$ cat config.mk
export PLATFORM = sky130hd
export DESIGN_NAME = uart_tx_arbiter
export DESIGN_NICKNAME = d
export VERILOG_FILES = /design/src/rtl/uart_tx_arbiter_pkg.sv /design/src/rtl/uart_rr_pick.sv /design/src/rtl/uart_tx_arbiter.sv
export SDC_FILE = /design/constraint.sdc
export NUM_CORES = 1
export LEC_CHECK = 0
export CAP_MARGIN = 20
export CORE_UTILIZATION = 46
export CTS_BUF_LIST = sky130_fd_sc_hd__clkbuf_2
export DETAILED_ROUTE_END_ITERATION = 12
export GPL_TIMING_DRIVEN = 0
export HOLD_SLACK_MARGIN = 0.08
export PLACE_DENSITY = 0.81
export SLEW_MARGIN = 10
export SYNTH_ARGS = -nofsm -noshare
export SYNTH_HDL_FRONTEND = slang
export SYNTH_HIERARCHICAL = 1
export SYNTH_SLANG_ARGS = --single-unit
$ cat constraint.sdc
create_clock -name clk -period 1.8 [get_ports clk]
set_input_delay 0.36 -clock clk [delete_from_list [all_inputs] [get_ports clk]]
set_output_delay 0.36 -clock clk [all_outputs]
set_load 0.02 [all_outputs]
$ cat src/rtl/uart_tx_arbiter_pkg.sv
// Shared definitions for the UART transmit arbiter: FSM state codes and baud-rate codes
// understood by uart_byte_tx.
package uart_tx_arbiter_pkg;

    localparam logic [1:0] ST_IDLE      = 2'd0;
    localparam logic [1:0] ST_LAUNCH    = 2'd1;
    localparam logic [1:0] ST_WAIT_DONE = 2'd2;
    localparam logic [1:0] ST_GAP       = 2'd3;

    localparam logic [2:0] BAUD_115200  = 3'd4;

endpackage

$ cat src/rtl/uart_rr_pick.sv
// Combinational rotating-priority picker: returns the first requester at or after ptr_i,
// wrapping modulo NUM_REQ.
module uart_rr_pick #(
    parameter int NUM_REQ = 4,
    parameter int PTR_W   = 2
) (
    input  logic [NUM_REQ-1:0] req_i,
    input  logic [PTR_W-1:0]   ptr_i,
    output logic               gnt_valid_o,
    output logic [PTR_W-1:0]   gnt_idx_o
);

    always_comb begin
        gnt_valid_o = |req_i;
        gnt_idx_o   = '0;
        // Walk from the farthest offset down so the closest requester to ptr_i is written last.
        for (int k = NUM_REQ - 1; k >= 0; k--) begin
            if (req_i[(int'(ptr_i) + k) % NUM_REQ]) begin
                gnt_idx_o = PTR_W'((int'(ptr_i) + k) % NUM_REQ);
            end
        end
    end

endmodule

$ cat src/rtl/uart_tx_arbiter.sv
// Round-robin arbiter sharing one uart_byte_tx between NUM_REQ byte sources, with
// completion/timeout reporting and an inter-byte idle gap.
//
// state        | meaning
// ST_IDLE      | arbitrating; winner latched into owner/tx_data
// ST_LAUNCH    | send_en and ack pulse high, pointer advances
// ST_WAIT_DONE | waiting for tx_done, watchdog timer running
// ST_GAP       | enforced idle clocks before the next arbitration
module uart_tx_arbiter
    import uart_tx_arbiter_pkg::*;
#(
    parameter int         NUM_REQ    = 4,
    parameter int         GAP_CYCLES = 16,
    parameter int         TIMEOUT    = 200000,
    parameter logic [2:0] BAUD_SET   = BAUD_115200
) (
    input  logic                   clk,
    input  logic                   reset_n,
    input  logic [NUM_REQ-1:0]     req,
    input  logic [8*NUM_REQ-1:0]   req_data,
    output logic [NUM_REQ-1:0]     ack,
    output logic [NUM_REQ-1:0]     done,
    output logic [NUM_REQ-1:0]     err,
    output logic                   busy,
    output logic [2:0]             baud_set,
    output logic                   send_en,
    output logic [7:0]             tx_data,
    input  logic                   tx_done
);

    localparam int PTR_W = $clog2(NUM_REQ);
    localparam int TMR_W = $clog2(TIMEOUT + 1);
    localparam int GAP_W = (GAP_CYCLES > 0) ? $clog2(GAP_CYCLES + 1) : 1;

    logic [1:0]         state_q,   state_d;
    logic [PTR_W-1:0]   ptr_q,     ptr_d;
    logic [PTR_W-1:0]   owner_q,   owner_d;
    logic [7:0]         tx_data_q, tx_data_d;
    logic [TMR_W-1:0]   timer_q,   timer_d;
    logic [GAP_W-1:0]   gap_q,     gap_d;
    logic [NUM_REQ-1:0] ack_q,     ack_d;
    logic [NUM_REQ-1:0] done_q,    done_d;
    logic [NUM_REQ-1:0] err_q,     err_d;
    logic               send_en_q, send_en_d;

    logic               gnt_valid;
    logic [PTR_W-1:0]   gnt_idx;

    uart_rr_pick #(
        .NUM_REQ (NUM_REQ),
        .PTR_W   (PTR_W)
    ) u_pick (
        .req_i       (req),
        .ptr_i       (ptr_q),
        .gnt_valid_o (gnt_valid),
        .gnt_idx_o   (gnt_idx)
    );

    always_comb begin
        state_d   = state_q;
        ptr_d     = ptr_q;
        owner_d   = owner_q;
        tx_data_d = tx_data_q;
        timer_d   = timer_q;
        gap_d     = gap_q;
        ack_d     = '0;
        done_d    = '0;
        err_d     = '0;
        send_en_d = 1'b0;

        case (state_q)
            ST_IDLE: begin
                // Pulses are registered here so they are high for exactly the LAUNCH cycle.
                if (gnt_valid) begin
                    owner_d        = gnt_idx;
                    tx_data_d      = req_data[int'(gnt_idx)*8 +: 8];
                    ack_d[gnt_idx] = 1'b1;
                    send_en_d      = 1'b1;
                    timer_d        = '0;
                    state_d        = ST_LAUNCH;
                end
            end
            ST_LAUNCH: begin
                ptr_d   = (owner_q == PTR_W'(NUM_REQ - 1)) ? '0 : owner_q + 1'b1;
                timer_d = timer_q + 1'b1;
                state_d = ST_WAIT_DONE;
            end
            ST_WAIT_DONE: begin
                if (tx_done || (timer_q == TMR_W'(TIMEOUT - 1))) begin
                    if (tx_done) begin
                        done_d[owner_q] = 1'b1;
                    end else begin
                        err_d[owner_q] = 1'b1;
                    end
                    if (GAP_CYCLES == 0) begin
                        state_d = ST_IDLE;
                    end else begin
                        gap_d   = GAP_W'(GAP_CYCLES - 1);
                        state_d = ST_GAP;
                    end
                end else begin
                    timer_d = timer_q + 1'b1;
                end
            end
            ST_GAP: begin
                if (gap_q == '0) begin
                    state_d = ST_IDLE;
                end else begin
                    gap_d = gap_q - 1'b1;
                end
            end
            default: state_d = ST_IDLE;
        endcase
    end

    always_ff @(posedge clk) begin
        if (!reset_n) begin
            state_q   <= ST_IDLE;
            ptr_q     <= '0;
            owner_q   <= '0;
            tx_data_q <= '0;
            timer_q   <= '0;
            gap_q     <= '0;
            ack_q     <= '0;
            done_q    <= '0;
            err_q     <= '0;
            send_en_q <= 1'b0;
        end else begin
            state_q   <= state_d;
            ptr_q     <= ptr_d;
            owner_q   <= owner_d;
            tx_data_q <= tx_data_d;
            timer_q   <= timer_d;
            gap_q     <= gap_d;
            ack_q     <= ack_d;
            done_q    <= done_d;
            err_q     <= err_d;
            send_en_q <= send_en_d;
        end
    end

    assign ack      = ack_q;
    assign done     = done_q;
    assign err      = err_q;
    assign send_en  = send_en_q;
    assign tx_data  = tx_data_q;
    assign busy     = (state_q != ST_IDLE);
    assign baud_set = BAUD_SET;

endmodule

* Word-level counts from Yosys, hierarchy flattened
Cells that the tools add are included.
** Word-level totals
- Word-level logic and storage cells :: 92
- Output and inout bits :: 25
- Bits in registers :: 50
- Input port bits :: 39
** Cells by class
- $lt $le $gt $ge :: 8
- Reduce and logical (&&, ||, !) cells :: 20
- Shift-type cells :: 1
- Equal/unequal tests :: 10
- $add $sub $neg :: 6
- Bitwise logic cells :: 6
- Mux-type cells :: 31
** Operators with widths (number)
- one-hot mux 18 bit (3 select lines) :: 1
- two-way mux 18 bit :: 2
- variable part select 32 x 6 -> 8 bit :: 1
- adder 18 x 1 -> 18 bit, second input constant :: 1
- equality test 18 bit, second input constant :: 1
- two-way mux 2 bit :: 8
- less-than comparator 3 x 4 -> 1 bit, second input constant :: 3
- AND reduction 3 bit :: 4
- two-way mux 1 bit :: 10
- two-way mux 5 bit :: 2
- != test 2 bit, second input constant :: 5
- one-hot mux 5 bit (2 select lines) :: 1
- less-than comparator 2 x 3 -> 1 bit, second input constant :: 3
- binary-select mux 1 bit (select 2 bit) :: 4
- one-hot mux 2 bit (4 select lines) :: 1
- OR reduction 4 bit :: 2
- equality test 2 bit, second input constant :: 3
- OR reduction 2 bit :: 3
- logical NOT 5 bit :: 1
- subtractor 5 x 1 -> 5 bit, second input constant :: 1
- adder 2 x 1 -> 2 bit, second input constant :: 2
- adder 2 bit, second input constant :: 2
- demux 1 bit (select 2 bit) :: 2
- greater-or-equal comparator 2 x 1 -> 1 bit, second input constant :: 2
- 10 further kinds :: 17

* Longest topological paths before layout
Gate-level depths: netlist (run 1).
- Word-level depth :: 14
- Gate-level depth with buffers :: 8
- Depth with buffers taken out :: 7

* Hierarchy
The synthesis (run 1) kept the hierarchy.
** Modules (own cells, without submodules)
- uart_tx_arbiter :: cells each 292, sequential area each 1001.0 um^2, instances 1, area an instance 2586.2 um^2
- uart_rr_pick :: cells each 13, sequential area each 0.0 um^2, instances 1, area an instance 77.6 um^2

* Worst setup path after synthesis (run 1)
No wires, ideal clock.
- Path type :: reg-to-reg
- Start :: reg ptr_q[1]
- End :: reg tx_data_q[7] (netlist: tx_data[7])
- Stages on the path, launching flop included :: 8
- Path slack :: -0.155 ns
- Period minus slack after synthesis :: 1.955 ns
- Arrival time :: 1.823 ns
- Library setup time :: 0.132 ns
- Buffers on the path :: 1
- Data required time :: 1.668 ns
- Cell sequence :: dfxtp_1 > nand2b_1 > a21oi_1 > a211oi_2 > buf_2 > mux4_2 > nand2_1 > a21oi_1
** On the way
- Longest elaborated chain between the ends :: 9
- Elaborated cells on any way between the ends :: 19
- Those cells by class :: 3 x add/sub; 1 x shift; 15 x mux
** Ends and longest elaborated chain
- from (decl) :: line uart_tx_arbiter.sv:36 : logic [PTR_W-1:0] ptr_q, ptr_d;
- from (signal assigned) :: line uart_tx_arbiter.sv:130 : ptr_q <= ptr_d;
- adder 2 bit :: line uart_rr_pick.sv:18 : if (req_i[(int'(ptr_i) + k) % NUM_REQ]) begin
- binary-select mux 1 bit (select 2 bit) :: line uart_rr_pick.sv:18
- two-way mux 1 bit (implied by the code) (2 in a row) :: line uart_rr_pick.sv:18
- two-way mux 2 bit (3 in a row) :: line uart_rr_pick.sv:18
- two-way mux 2 bit * :: line uart_rr_pick.sv:18
- named net gnt_idx[0] :: line uart_tx_arbiter.sv:47 : logic [PTR_W-1:0] gnt_idx;
- variable part select 32 x 6 -> 8 bit * :: line uart_tx_arbiter.sv:76 : tx_data_d = req_data[int'(gnt_idx)*8 +: 8];
- to (signal assigned) :: line uart_tx_arbiter.sv:132 : tx_data_q <= tx_data_d;
- to (decl) :: line uart_tx_arbiter.sv:38 : logic [7:0] tx_data_q, tx_data_d;
The timed path passes the listed nets; every way through them passes the cells marked *. The select of a mux whose other input is x is not followed.
A chain may end at the register's enable or synchronous reset.

* Final worst setup path (run 1)
- Start :: reg state_q[0]
- End :: reg timer_q[13]
** On the way
- Longest elaborated chain between the ends :: 3
- Elaborated cells on any way between the ends :: 8
- Those cells by class :: 4 x eq/ne; 1 x mux; 3 x reduce/logical
** Ends and longest elaborated chain
- from (decl) :: line uart_tx_arbiter.sv:35 : logic [1:0] state_q, state_d;
- from (signal assigned) :: line uart_tx_arbiter.sv:129 : state_q <= state_d;
- equality test 2 bit, or another cell as far along :: line uart_tx_arbiter.sv:71 : case (state_q)
- != test 2 bit (no line) or nonzero test 3 bit (tied branches)
- AND reduction 3 bit (no line)
- to (signal assigned) :: line uart_tx_arbiter.sv:133 : timer_q <= timer_d;
- to (decl) :: line uart_tx_arbiter.sv:39 : logic [TMR_W-1:0] timer_q, timer_d;
Parallel ways exist; a longest one is shown, timed or not.

==> results of run 1 <==
final cells by class:
type / instances / area share [%]
Multi-Input combinational cell: 229 / 45.6
Sequential cell: 50 / 26.7
Timing Repair Buffer: 81 / 19.6
Buffer: 16 / 2.78
Tap cell: 72 / 2.32
Clock inverter: 3 / 1.26
Inverter: 10 / 1.13
Clock buffer: 5 / 0.645
path summary, 6_finish.rpt:
kind	from	endpoint	cells past startpoint
worst max-delay path	state_q[0]	timer_q[13]	9
worst max register to register	state_q[0]	timer_q[13]	9
worst min-delay path	gap_q[4]	gap_q[4]	2
worst min register to register	gap_q[4]	gap_q[4]	2
cells in the final DEF, fill, tap and decap left out, types with 4 or more instances in the layout:
cell type	count
nand2_1	45
clkdlybuf4s50_1	37
dfxtp_1	32
buf_4	22
nor2_1	22
a21oi_1	20
dlygate4sd2_1	16
dfxtp_2	13
a21oi_2	9
mux4_2	8
and3_1	8
o21ai_1	8
buf_6	7
clkbuf_2	7
nand3_1	7
and2_1	6
mux2i_1	6
ha_1	6
dlymetal6s2s_1	6
inv_1	5
clkbuf_1	5
o21a_1	5
a31oi_1	5
dfxtp_4	5
or4_1	4
o21ai_0	4
nand2b_1	4
state kept, by name, indices dropped and copies added, names as in the netlist:
name	cells
ack	4
done	4
err	4
gap_q	5
owner_q	2
ptr_q	2
send_en	1
state_q	2
timer_q	18
tx_data	8
worst register-to-register path: cells and delay by family (launching register included):
kind / cells / cell delay [ps]
adders and majority gates: 1 / 160
buffers and inverters: 3 / 320
and+or+nand+nor: 3 / 770
DFF: 1 / 430
AOI/OAI and AO/OA: 2 / 240
Yosys cell counts (all sizes together) (7+ instances only):
cell type,instances
nor2,23
and2,7
inv,10
mux2i,7
mux4,8
a21oi,29
ha,10
dfxtp,50
buf,10
o21ai,13
clkbuf,8
and3,9
nand2,48
nand3,9
cell families (layout without fill, tap and decap cells):
logic type      Yosys count  count (layout)  share of synthesized area (%)
compound gates           63              63                           14.3
mux                      15              15                           9.39
other cells               2               3                          0.282
flops                    50              50                           37.6
fa+ha+maj                10              10                           4.70
buf+inv                  28             115                           4.93
simple gates            137             138                           28.8
layer usage:
layer | GRT usage [%] | up-vias
met5 | 0 | -
met3 | 4.42 | 23
li1 | - | 1257
met2 | 43.6 | 132
met4 | 11.1 | 0
met1 | 29.8 | 1271
timing repair:
| item | in CTS | in global routing |
|---|---|---|
| cloned | 1 | 1 |
| buffers inserted | 16 | 5 |
| pin swaps | 14 | 21 |
| resized for setup | 53 | 54 |
| endpoints found under the setup margin | 50 | 38 |
power breakdown:
group / leakage (nW) / switching (mW) / total (mW) / internal [mW]
sequential: 0.417 / 0.153 / 1.48 / 1.33
combinational: 1.15 / 1.66 / 3.08 / 1.42
clock: 0.0411 / 0.391 / 0.635 / 0.244
stage by stage:
step / setup TNS [ps] / instances / utilization, % / power, mW / instance area, um2
6_report: -835 / 466 / 70.0 / 5.20 / 3880
5_1_grt: -1630 / 466 / 70.0 / 5.50 / 3880
4_1_cts: -702 / 462 / 66.6 / 4.86 / 3690
3_5_place_dp: -16980 / 438 / 61.3 / 3.76 / 3390
3_3_place_gp: -14820 / 438 / 61.3 / 3.67 / 3390
2_1_floorplan: 0 / 306 / - / 3.00 / 2700
==> metrics.csv, run 1 <==
metric,value,unit
status,finished with violations,
failed_checks,setup timing,
cp_top_family,simple AND/OR/NAND/NOR gates,
cp_max_fo,4,
gp_congestion,0.844,
synth-seq-cells,50,
worstPathArrival,2360,ps
die_x,78.1,um
setup_viol,10,
numCtsBuffers,5,
worstPathCellList,inv_4 -> ha_4 -> and2_4 -> nor3_4 -> o211ai_2 -> buf_6 -> buf_6 -> or4_1 -> o21ai_1,
leakage,1.60,nW
synthTopCellsByArea,"dfxtp_1 (38%), mux4_2 (6.8%), nand2_1 (6.8%)",
first_pass_iters,7,
hold_viol,0,
layout.area.seq,1040,um2
area_growth,45.6,%
synth_top_area_share,37.6,%
fin_crit,1950,ps
antenna_found_initial,0,
clock_latency,450,ps
cts.clk_slew.worst_paths,270,ps
tightest_slew,552,ps
portBuffers,60,
synth_warnings,6,
grt_pass1_vias,2541,
wl_met2,3.92,mm
slowest_stage,dfxtp_4,
period_share,108,%
drt-met1-wl,3.05,mm
rsz0062_at_grt,yes,
dieArea,6100,um2
grt_pass1_wl,11.9,mm
gr-total-overflow,0,
finClkSkew,17.5,ps
cts_hold_buffers,0,
hpwlAfterDp,5.16,mm
initial_core_util,48.1,%
clock-root-buffer,clkbuf_2,
dieHeight,78.1,um
crit_type,reg2reg,
viasPerCell,5.76,
max_slew_margin,63.2,%
max_cap_viol_count,0,
start_kind,flip-flop,
wl_met3,592,um
multiInputGateArea,1770,um2
ioPinCount,64,
wl_per_cell,16.7,um
drt-total-wl,7.77,mm
avgSynthCellArea,8.73,um2
drt_iter0_drc,164,
synth_cell_type_count,53,
hold_path_class,reg2reg,
core,5540,um2
track_usage,25.0,%
clock-sinks,50,
powerDensity,1340,nW/um2
ir_worst_vdd,1.07,mV
drive_gt1_share,30.2,%
tritoncts,yes,
holdWs,462,ps
synth_top_area_cell,dfxtp_1,
highest_layer,met4,
critical_path.max_stage_delay,430,ps
synth_edf_count,0,
layout_setup_ws,-146,ps
ff2ff_setup_slack,-150,ps
grt_max_degree,18,
htree_levels,2,
drc,0,
n_antenna_cell,0,
yosysSeqAreaShare,37.6,%
crit_required,2210,ps
ant_nets,0,
synthCells,305,
endpoint_kind,flip-flop,
drv_slew,0,
cp.buffers_inverters,3,
vias,2683,
max_freq,0.514,GHz
clock_path_buffers,2,
ys_async_sr_fraction,0,%
post-place-ws,-763,ps
rows,27,
synth-main-ff-cell,dfxtp_1,
nets,442,
critPathMostFrequentCell,buf_6,
fill_cells,404,
syn_area,2660,um2
No activity file was read; power rests on OpenSTA's default activity.
==> run 2: changes to the inputs <==
--- a/config.mk
+++ b/config.mk
@@ -13,3 +13,3 @@
 export HOLD_SLACK_MARGIN = 0.08
-export PLACE_DENSITY = 0.81
+export PLACE_DENSITY = 0.82
 export SLEW_MARGIN = 10
@@ -17,3 +17,2 @@
 export SYNTH_HDL_FRONTEND = slang
-export SYNTH_HIERARCHICAL = 1
 export SYNTH_SLANG_ARGS = --single-unit
==> constraint.sdc (replaced) <==
create_clock -name clk -period 1.8 [get_ports clk]
set_input_delay 0.18 -clock clk [delete_from_list [all_inputs] [get_ports clk]]
set_output_delay 0.18 -clock clk [all_outputs]
set_load 0.02 [all_outputs]
==> run 2 against run 1 <==
  * The run still ends with setup timing left
  * Non-clock buffer count fell by 12
  * Clock skew increased by 7.1 ps
  * Setup slack better by 37 ps
  * Sequential share of layout area increased by 2.3 points
  * Clock-buffer cell count is the same
  * Register-to-register slack better by 40 ps
  * Final cell count fell by 7.9%
  * Total power shrank 31%
  * Sequential power shrank 3%
  * Global-route usage down 3.3 points
  * Via count fell by 13%
  * Combinational power decreased by 46%
==> metrics.csv, run 2 <==
metric,value,unit
worstPathArrival,2320,ps
layout_setup_ws,-109,ps
regToRegStartpoint,state_q[0],
failed_checks,setup timing,
slowest_stage,or4_1,
grt_max_degree,17,
ff2ff_setup_slack,-110,ps
htree_levels,2,
gr-total-overflow,0,
tritoncts,yes,
leakage,1.33,nW
drc,0,
n_antenna_cell,0,
post-place-ws,-516,ps
dieArea,5810,um2
drt_iter0_drc,79,
final_cell_mix,"clkdlybuf4s50_1 (58), dfxtp_1 (42), nand2_1 (23)",
clkPwrFrac,13.4,%
critical_path.max_stage_delay,530,ps
hpwlAfterDp,4.40,mm
synthCells,278,
viasPerCell,5.43,
hold_path_class,in2reg,
grt_pass1_vias,2231,
ant_nets,0,
clock-root-buffer,clkbuf_2,
synthTopCellsByArea,"dfxtp_1 (40%), mux2i_1 (8.7%), ha_1 (4.9%)",
numCtsBuffers,5,
finClkSkew,24.6,ps
whs_path_depth,3,
multiInputGateArea,1510,um2
synth_mux_area_share,8.70,%
synth-main-ff-cell,dfxtp_1,
yosysMostFrequentCell,dfxtp_1,
ys_async_sr_fraction,0,%
min_from,reset_n,
max_freq,0.524,GHz
fin_crit,1910,ps
powerDensity,1020,nW/um2
ioPinCount,64,
power.share.combinational,46.4,%
wl_per_cell,14.7,um
yosys.area_share.adder,4.94,%
tightest_slew,542,ps
synth_top_area_cell,dfxtp_1,
clock_path_buffers,2,
synth_compound_area_share,14.8,%
gp_congestion,0.833,
endpoint_kind,flip-flop,
core,5200,um2
cts.clk_slew.worst_paths,260,ps
synth_simple_gate_area_share,24.6,%
seq_power_share,40.2,%
cp_max_fo,7,
dieHeight,76.2,um
final_common_cell,clkdlybuf4s50_1,
top_register,timer_q,
track_usage,21.7,%
hold_end,state_q[1],
period_share,106,%
avgSynthCellArea,9.11,um2
syn_area,2530,um2
max_slew_margin,63.8,%
top_usage_layer,met2,
p_sw_share,38.6,%
clock-sinks,50,
dp.cells,408,
synth_warnings,0,
drv_slew,0,
layout.area.seq,1020,um2
portBuffers,59,
drt-total-wl,6.30,mm
drive_gt1_share,17.8,%
largest_reg_flops,18,
yosysSeqAreaShare,39.5,%
synth_cell_type_count,49,
start_kind,flip-flop,
synthTopCellsByCount,"dfxtp_1 (50), nand2_1 (24), mux2i_1 (22)",
setup_viol,18,
final_cells,429,
die_x,76.2,um
grt_use_met3,3.11,%
synth_top_family_by_area,simple AND/OR/NAND/NOR gates,
status,finished with violations,
reg2reg_depth,7,
crit_required,2210,ps
rsz0062_at_grt,yes,
setup-tns-final,-1170,ps
synth_edf_count,0,
synth-seq-cells,50,
grt_pass1_wl,10.2,mm
crit_type,reg2reg,
vias,2331,
internal-power,2.20,mW
max_cap_viol_count,0,
clock_latency,460,ps
antenna_found_initial,0,
regToRegEndpoint,timer_q[15],
synth_top_area_share,39.5,%
use_met1,25.6,%
worstPathCellList,inv_4 -> ha_4 -> a221oi_4 -> buf_6 -> o211ai_4 -> or4_1 -> a21oi_1,
p_switching,1.38,mW
nets,407,
rows,26,
area_growth,38.5,%
use_met2,38.7,%
synth-xor-area-share,2.08,%
first_pass_iters,4,
fill_cells,424,
hold_viol,0,
initial_core_util,48.7,%
ir_worst_vdd,0.541,mV
run 2: changes by cell type after synthesis, moves of 5 or more:
cell	change
a21oi_1	-21
inv_1	+5
mux2i_1	+15
mux4_2	-8
nand2_1	-24
nand3_1	+5
nor2_1	-5
o21ai_0	+6
o21ai_1	-6
o221ai_1	+9
xor2_1	+5
run 2: layout make-up:
type / instances / area share (%)
Sequential cell: 50 / 29.0
Inverter: 15 / 1.68
Timing Repair Buffer: 74 / 20.3
Buffer: 11 / 2.10
Clock inverter: 3 / 0.606
Multi-Input combinational cell: 201 / 43.0
Clock buffer: 5 / 0.713
Tap cell: 70 / 2.50
run 2: repair_timing:
action / 4_1_cts / 5_1_grt
endpoints found under the hold margin: 0 / 0
gates cloned: 1 / 0
gates resized for setup: 28 / 19
hold buffers: 0 / 0
setup endpoints to repair: 26 / 37
setup buffers: 14 / 0
pin swaps: 19 / 6
run 2: logic make-up (layout without fill, tap and decap cells):
family | after synthesis | count (layout)
adders and majority gates | 10 | 10
and+or+nand+nor | 108 | 108
muxes | 22 | 22
other | 2 | 3
xor gates and xnor gates | 6 | 6
AOI/OAI and AO/OA | 52 | 52
buffers and inverters | 28 | 108
DFF | 50 | 50
run 2: metrics by stage:
| step | hold slack [ps] | instance area (um2) | total power [mW] | utilization (%) |
|---|---|---|---|---|
| 2_1_floorplan | 380 | 2560 | 2.36 | - |
| 3_5_place_dp | 454 | 3240 | 2.89 | 62.3 |
| 6_report | 150 | 3510 | 3.58 | 67.4 |
| 5_1_grt | 117 | 3510 | 3.79 | 67.4 |
| 4_1_cts | 138 | 3470 | 3.53 | 66.6 |
| 3_3_place_gp | 442 | 3240 | 2.85 | 62.3 |
run 2: worst max path at each step:
stage | start | to | slack, ps | depth (start not counted)
after floorplan | state_q[0] | timer_q[3] | -10 | 6
after global placement | req[0] | timer_q[17] | -480 | 7
after detailed placement | req[0] | timer_q[16] | -520 | 7
after CTS | state_q[0] | timer_q[15] | -100 | 7
after global routing | state_q[0] | timer_q[15] | -210 | 7
final | state_q[0] | timer_q[15] | -110 | 7
run 2: worst max-delay path: cells and delay by family (launching register included):
family                   cells  cell delay [ps]
AO/OA/AOI/OAI                3              530
buffers and inverters        2              190
AND/OR/NAND/NOR              1              530
adder cells (fa/ha/maj)      1              170
flip-flops                   1              430
run 2: per-layer routing:
metal | up-vias | share of wire (%)
met3 | 11 | 2.3
met2 | 40 | 53
met1 | 1113 | 43
met5 | - | 0
li1 | 1167 | -
met4 | 0 | 2.1
run 2: power by group through the flow:
stage | Clock [mW] | Sequential [mW] | Combinational, mW
2_1_floorplan | 0 | 1.54 | 0.815
3_3_place_gp | 0 | 1.43 | 1.42
3_5_place_dp | 0 | 1.44 | 1.45
4_1_cts | 0.485 | 1.44 | 1.61
5_1_grt | 0.536 | 1.46 | 1.79
6_report | 0.478 | 1.44 | 1.66
==> run 3: changes to the inputs <==
CTS_CLUSTER_DIAMETER = 50   (was unset)
CTS_CLUSTER_SIZE = 8   (was unset)
SLEW_MARGIN = unset   (was 10)
==> results of run 3 <==
The final DEF is identical to that of run 2; final timing and power are the same.
